**config.mk**
```make
export PLATFORM = sky130hd
export DESIGN_NAME = param_issue_queue
export DESIGN_NICKNAME = d
export VERILOG_FILES = /design/src/rtl/param_issue_queue_pkg.sv /design/src/rtl/param_issue_queue_rs_select.sv /design/src/rtl/param_issue_queue.sv
export SDC_FILE = /design/constraint.sdc
export NUM_CORES = 1
export LEC_CHECK = 0
export CORE_ASPECT_RATIO = 1.25
export CORE_MARGIN = 4
export CORE_UTILIZATION = 54
export DETAILED_ROUTE_END_ITERATION = 7
export GPL_TIMING_DRIVEN = 0
export PLACE_DENSITY = 0.76
export SYNTH_ARGS = -nofsm -noshare
export SYNTH_HDL_FRONTEND = slang
export SYNTH_SLANG_ARGS = --single-unit
export TNS_END_PERCENT = 1
```
**constraint.sdc**
```tcl
create_clock -name CLK -period 5.59 [get_ports CLK]
set_clock_uncertainty 0.2 [all_clocks]
set_input_delay 0.559 -clock CLK [delete_from_list [all_inputs] [get_ports CLK]]
set_output_delay 0.559 -clock CLK [all_outputs]
set_load 0.02 [all_outputs]
```
**src/rtl/param_issue_queue_pkg.sv**
```systemverilog
// Shared CPU types for the issue queue: opcode set, decoded task payload,
// reservation-station class and the opcode-to-class mapping.
package param_issue_queue_pkg;

    localparam int unsigned OP_W  = 3;
    localparam int unsigned RD_W  = 5;
    localparam int unsigned TAG_W = 8;

    typedef enum logic [OP_W-1:0] {
        OP_STORE = 3'd0,
        OP_LOAD  = 3'd1,
        OP_NOP   = 3'd2,
        OP_ADD   = 3'd3,
        OP_SUB   = 3'd4,
        OP_AND   = 3'd5,
        OP_OR    = 3'd6,
        OP_MUL   = 3'd7
    } opcode_t;

    typedef struct packed {
        opcode_t          op;
        logic [RD_W-1:0]  rd;
        logic [TAG_W-1:0] tag;
    } task_t;

    typedef enum logic [1:0] {
        RS_STORE = 2'd0,
        RS_LOAD  = 2'd1,
        RS_ALU   = 2'd2
    } rs_class_t;

    // Every opcode that is neither a store nor a load goes to the ALU stations.
    function automatic rs_class_t opcode_to_class(input opcode_t op);
        case (op)
            OP_STORE: return RS_STORE;
            OP_LOAD:  return RS_LOAD;
            default:  return RS_ALU;
        endcase
    endfunction

endpackage

```
**src/rtl/param_issue_queue_rs_select.sv**
```systemverilog
// iq_rs_select: picks the lowest-index reservation station of a class that is
// neither busy nor claimed by last cycle's dispatch.
//   cls     - requested RS class
//   busy    - flat RS busy vector, N_RS stations per class
//   claim   - one-hot mask of the station dispatched last cycle
//   found_c - an eligible station exists (combinational)
//   index_c - flat index of that station (combinational)
module iq_rs_select
    import param_issue_queue_pkg::*;
#(
    parameter  int unsigned N_RS = 2,
    localparam int unsigned RS_N = 3 * N_RS,
    localparam int unsigned RS_W = $clog2(RS_N)
) (
    input  rs_class_t       cls,
    input  logic [RS_N-1:0] busy,
    input  logic [RS_N-1:0] claim,
    output logic            found_c,
    output logic [RS_W-1:0] index_c
);

    logic [RS_N-1:0] avail_c;

    assign avail_c = ~busy & ~claim;

    // Scan from the top down so the lowest matching index is the last write.
    always_comb begin
        found_c = 1'b0;
        index_c = '0;
        for (int j = int'(RS_N) - 1; j >= 0; j--) begin
            if (avail_c[j] && ((j / int'(N_RS)) == int'(cls))) begin
                found_c = 1'b1;
                index_c = RS_W'(j);
            end
        end
    end

endmodule

```
**src/rtl/param_issue_queue.sv**
```systemverilog
// param_issue_queue: in-order issue queue between decode and the reservation
// stations. Accepts up to two tasks per cycle, dispatches at most one head
// task per cycle to the lowest free RS of its class; NOPs retire silently.
//   CLK, RST_N       - clock, synchronous active-low reset
//   ENQ_VALID[1:0]   - [0] ENQ_TASK_0 (older) valid, [1] ENQ_TASK_1 valid
//   FULL             - fewer than two free entries; enqueue is dropped
//   COUNT            - occupancy
//   RS_BUSY          - STORE / LOAD / ALU station busy flags, N_RS each
//   DISP_VALID       - one-cycle dispatch pulse, qualifies DISP_TASK/DISP_RS
//   DISP_TASK        - dispatched task
//   DISP_RS          - flat RS index into RS_BUSY
//   FLUSH            - present only when IQ_FLUSH_EN is defined; empties queue
module param_issue_queue
    import param_issue_queue_pkg::*;
#(
    parameter  int unsigned DEPTH = 16,
    parameter  int unsigned N_RS  = 2,
    localparam int unsigned CNT_W = $clog2(DEPTH + 1),
    localparam int unsigned RS_N  = 3 * N_RS,
    localparam int unsigned RS_W  = $clog2(RS_N)
) (
    input  logic             CLK,
    input  logic             RST_N,
    input  logic [1:0]       ENQ_VALID,
    input  task_t            ENQ_TASK_0,
    input  task_t            ENQ_TASK_1,
    output logic             FULL,
    output logic [CNT_W-1:0] COUNT,
    input  logic [RS_N-1:0]  RS_BUSY,
`ifdef IQ_FLUSH_EN
    input  logic             FLUSH,
`endif
    output logic             DISP_VALID,
    output task_t            DISP_TASK,
    output logic [RS_W-1:0]  DISP_RS
);

    localparam int unsigned PTR_W = $clog2(DEPTH);

    task_t            mem [DEPTH];
    logic [PTR_W-1:0] head_q, tail_q, head_d, tail_d;
    logic [CNT_W-1:0] count_d;
    logic             full_d;
    logic [RS_N-1:0]  claim_q, claim_d;
    logic             disp_valid_d;
    task_t            disp_task_d;
    logic [RS_W-1:0]  disp_rs_d;

    task_t            head_task_c;
    logic             head_nop_c;
    rs_class_t        head_cls_c;
    logic             found_c;
    logic [RS_W-1:0]  sel_idx_c;
    logic             not_empty_c;
    logic             fire_c;
    logic             pop_c;
    logic             flush_c;
    logic             wr_en_c;
    logic [1:0]       n_push_c;
    logic [PTR_W-1:0] wr_addr1_c;

`ifdef IQ_FLUSH_EN
    assign flush_c = FLUSH;
`else
    assign flush_c = 1'b0;
`endif

    assign head_task_c = mem[head_q];
    assign head_nop_c  = (head_task_c.op == OP_NOP);
    assign head_cls_c  = opcode_to_class(head_task_c.op);
    assign not_empty_c = (COUNT != '0);

    iq_rs_select #(.N_RS(N_RS)) u_rs_select (
        .cls     (head_cls_c),
        .busy    (RS_BUSY),
        .claim   (claim_q),
        .found_c (found_c),
        .index_c (sel_idx_c)
    );

    // Enqueue is all-or-nothing on FULL; valid tasks are packed from the tail.
    assign wr_en_c    = !FULL && !flush_c;
    assign n_push_c   = wr_en_c ? (2'(ENQ_VALID[0]) + 2'(ENQ_VALID[1])) : 2'd0;
    assign wr_addr1_c = ENQ_VALID[0] ? (tail_q + PTR_W'(1)) : tail_q;

    assign fire_c = not_empty_c && !head_nop_c && found_c && !flush_c;
    assign pop_c  = not_empty_c && (head_nop_c || found_c) && !flush_c;

    // Next-state for pointers, occupancy, claim mask and dispatch outputs.
    always_comb begin
        head_d       = head_q;
        tail_d       = tail_q;
        count_d      = COUNT;
        claim_d      = '0;
        disp_valid_d = 1'b0;
        disp_task_d  = DISP_TASK;
        disp_rs_d    = DISP_RS;
        if (flush_c) begin
            head_d  = '0;
            tail_d  = '0;
            count_d = '0;
        end else begin
            if (pop_c) head_d = head_q + PTR_W'(1);
            tail_d  = tail_q + PTR_W'(n_push_c);
            count_d = COUNT + CNT_W'(n_push_c) - CNT_W'(pop_c);
            if (fire_c) begin
                disp_valid_d = 1'b1;
                disp_task_d  = head_task_c;
                disp_rs_d    = sel_idx_c;
                // RS_BUSY lags one cycle, so block the just-used station.
                claim_d      = RS_N'(1) << sel_idx_c;
            end
        end
        full_d = (count_d > CNT_W'(DEPTH - 2));
    end

    // Control and output registers.
    always_ff @(posedge CLK) begin
        if (!RST_N) begin
            head_q     <= '0;
            tail_q     <= '0;
            COUNT      <= '0;
            FULL       <= 1'b0;
            claim_q    <= '0;
            DISP_VALID <= 1'b0;
            DISP_TASK  <= '0;
            DISP_RS    <= '0;
        end else begin
            head_q     <= head_d;
            tail_q     <= tail_d;
            COUNT      <= count_d;
            FULL       <= full_d;
            claim_q    <= claim_d;
            DISP_VALID <= disp_valid_d;
            DISP_TASK  <= disp_task_d;
            DISP_RS    <= disp_rs_d;
        end
    end

    // Task storage; contents need no reset since COUNT gates every read.
    always_ff @(posedge CLK) begin
        if (RST_N && wr_en_c) begin
            if (ENQ_VALID[0]) mem[tail_q]     <= ENQ_TASK_0;
            if (ENQ_VALID[1]) mem[wr_addr1_c] <= ENQ_TASK_1;
        end
    end

endmodule

```
==> impl_metrics.env <==
export IMPL_antenna_found_initial=0
export IMPL_rsz0062_at_grt="no"
export IMPL_end_kind="register"
export IMPL_die_w_um=159
export IMPL_globalplace_congestion=0.871
export IMPL_ys_warn_count=0
export IMPL_ys_ff_latch=300
export IMPL_diodes=0
export IMPL_cp_max_fo=10
export IMPL_grt_usage_pct=22.5
export IMPL_die_y_um=196
export IMPL_startpoint_type="register"
export IMPL_worst_slew_pin_transition_ns=0.937
export IMPL_synth_cell_type_count=60
export IMPL_hold_viol_final=0
export IMPL_status="completed"
export IMPL_fill_cells=2076
export IMPL_fp_dieArea_mm2=0.0312
export IMPL_cellLeakagePower_uw=0.00589
export IMPL_post_cts_buffers=0
export IMPL_async_flop_share_pct=0
export IMPL_dr_first_iter_drc_count=660
export IMPL_drt_met1_wl_mm=14.4
export IMPL_viasPerCell=6.10
export IMPL_vias=8899
export IMPL_root_buffer="clkbuf_16"
export IMPL_synth_edff_count=256
export IMPL_syn_num_nets=1044
export IMPL_arrival_ns=4.83
export IMPL_regArea_mm2=0.00857
export IMPL_maxCapViolCount=0
export IMPL_place_hpwl_mm=25.6
export IMPL_slew_headroom_pct=37.6
export IMPL_max_freq_ghz=0.220
export IMPL_required_ns=5.88
export IMPL_period_share_pct=81.2
export IMPL_pin_count=68
export IMPL_grt_max_degree=17
export IMPL_clk_pin_slew_ns=0.06
export IMPL_design_area_mm2=0.0174
export IMPL_syn_inst=985
export IMPL_multi_input_area_mm2=0.00631
export IMPL_timing_worst_setup_path_type="reg2reg"
export IMPL_fp_coreArea_mm2=0.0278
export IMPL_dr_wl_met2_mm=17.4
export IMPL_clk_latency_ns=0.55
export IMPL_placed_cell_area_mm2=0.0164
export IMPL_yosysTopAreaCell="edfxtp_1"
export IMPL_totalWireLength_mm=34.6
export IMPL_synth_top_cells_by_count="256 x edfxtp_1, 256 x mux2_2, 73 x mux4_2"
export IMPL_port_buffers=67
export IMPL_ir_worst_vdd_v=0.000245
export IMPL_wl_per_cell_um=23.7
export IMPL_finalSetupTns_ns=0
export IMPL_cts_tree="yes"
export IMPL_synthTopCellsByArea="edfxtp_1 50%, mux2_2 19%, mux4_2 11%"
export IMPL_fin_nets=1144
export IMPL_drc=0
export IMPL_min_period_ns=4.54
export IMPL_drv_slew=0
export IMPL_clockBufferDepth=3
export IMPL_ys_seq_area_share_pct=55.9
export IMPL_postCtsHoldBufs=0
export IMPL_ys_flop_type="edfxtp_1"
export IMPL_syn_avg_cell_area_um2=15.6
export IMPL_cts_buffers=31
export IMPL_start_util_pct=55.1
export IMPL_power_density_mw_per_mm2=397
export IMPL_setup_viol=0
export IMPL_drtAntennaViolNets=0
export IMPL_top_layer_used="met4"
export IMPL_fin_cells=1458
export IMPL_overflow=0
export IMPL_min_path_type="reg2reg"
export IMPL_layout_drive_gt1_share_pct=37.9
export IMPL_cts_repair_resize_count=0
export IMPL_grt_pass1_wl_mm=53.9
export IMPL_grt_pass1_vias=9106
export IMPL_cts_num_sinks=300
export IMPL_synth_top_cell_area_share_pct=50.2
export IMPL_first_pass_iters=5
export IMPL_syn2layout_area_growth_pct=13.7
export IMPL_htreeDepth=1
export IMPL_synth_area_mm2=0.0153
export IMPL_route_met3_wl_mm=2.17
export IMPL_rows=68
export IMPL_dp_cells=1402
-- sequential cells by signal, indices dropped and copies added (netlist names), named ones only --
signal	count
mem	256
DISP_TASK	16
claim_q	6
COUNT	5
head_q	4
tail_q	4
DISP_RS	3
DISP_VALID	1
FULL	1
-- stage by stage --
stage / worst slack, ns / hold slack [ns] / total power, µW / utilization, %
floorplan: 1.63 / 0.263 / 4290 / -
global placement: 1.19 / 0.237 / 4870 / 59.1
detailed placement: 1.10 / 0.242 / 4920 / 59.1
CTS: 1.06 / 0.250 / 6940 / 62.6
global route: 0.867 / 0.285 / 7210 / 62.6
finish: 1.05 / 0.245 / 6910 / 62.6
-- cells by family after synthesis --
kind of cell	after synthesis	synth area share [%]
adders and majority gates	17	1.49
AOI/OAI and AO/OA	61	2.95
and+or+nand+nor	151	4.96
DFF	300	55.9
buffers and inverters	98	2.88
muxes	353	31.5
xor gates and xnor gates	5	0.286
-- routing by layer --
layer	GRT usage (%)	vias up
li1	-	4056
met1	31.5	4521
met2	37.6	285
met3	3.43	37
met4	4.71	0
met5	0	-
-- cell type report --
cell class	count	share of cell area [%]
Buffer	85	2.25
Clock buffer	37	4.58
Clock inverter	19	1.10
Inverter	13	0.280
Multi-Input combinational cell	587	36.2
Sequential cell	300	49.2
Tap cell	350	2.51
Timing Repair Buffer	67	3.85
-- where the power goes --
part | total (µW) | switching, µW | internal [µW]
clock | 2040 | 842 | 1190
sequential | 2700 | 85.6 | 2620
combinational | 2170 | 1140 | 1030
-- cells in the final DEF, fill, tap and decap left out, types with 6 or more instances in the layout --
cell and count:
and2_1 9, inv_1 12, edfxtp_1 256, o21ai_1 6
clkdlybuf4s50_1 67, dfxtp_1 44, clkbuf_16 31, nor2_1 29
a21o_1 12, mux2_2 256, clkbuf_1 60, nand2_1 59
buf_2 25, nor3_1 10, a21oi_1 10, clkinv_2 6
o21ai_0 9, mux4_2 73, nand2b_1 6, clkinv_1 7
ha_1 15, mux2i_1 20
-- final timing paths --
path,from,endpoint,slack [ns],cells after the start
worst min register to register,DISP_RS[1],DISP_RS[1],0.25,2
worst min-delay path,DISP_RS[1],DISP_RS[1],0.25,2
worst max register to register,register,FULL,1.05,16
worst max-delay path,register,FULL,1.05,16
-- critical path, stage by stage, from the launching register on --
cell and delay [ns]:
dfxtp_1 0.30, buf_4 0.25, buf_2 0.36, mux4_2 0.43, nand2_1 0.12, nand3_2 0.19
nor3_1 0.56, o31a_2 0.31, ha_1 0.15, inv_1 0.04, ha_1 0.21, fa_1 0.45
a21oi_1 0.14, nor2_1 0.07, or3_1 0.35, a21oi_1 0.21, a41o_1 0.13
(Power assumes the default switching activity.)
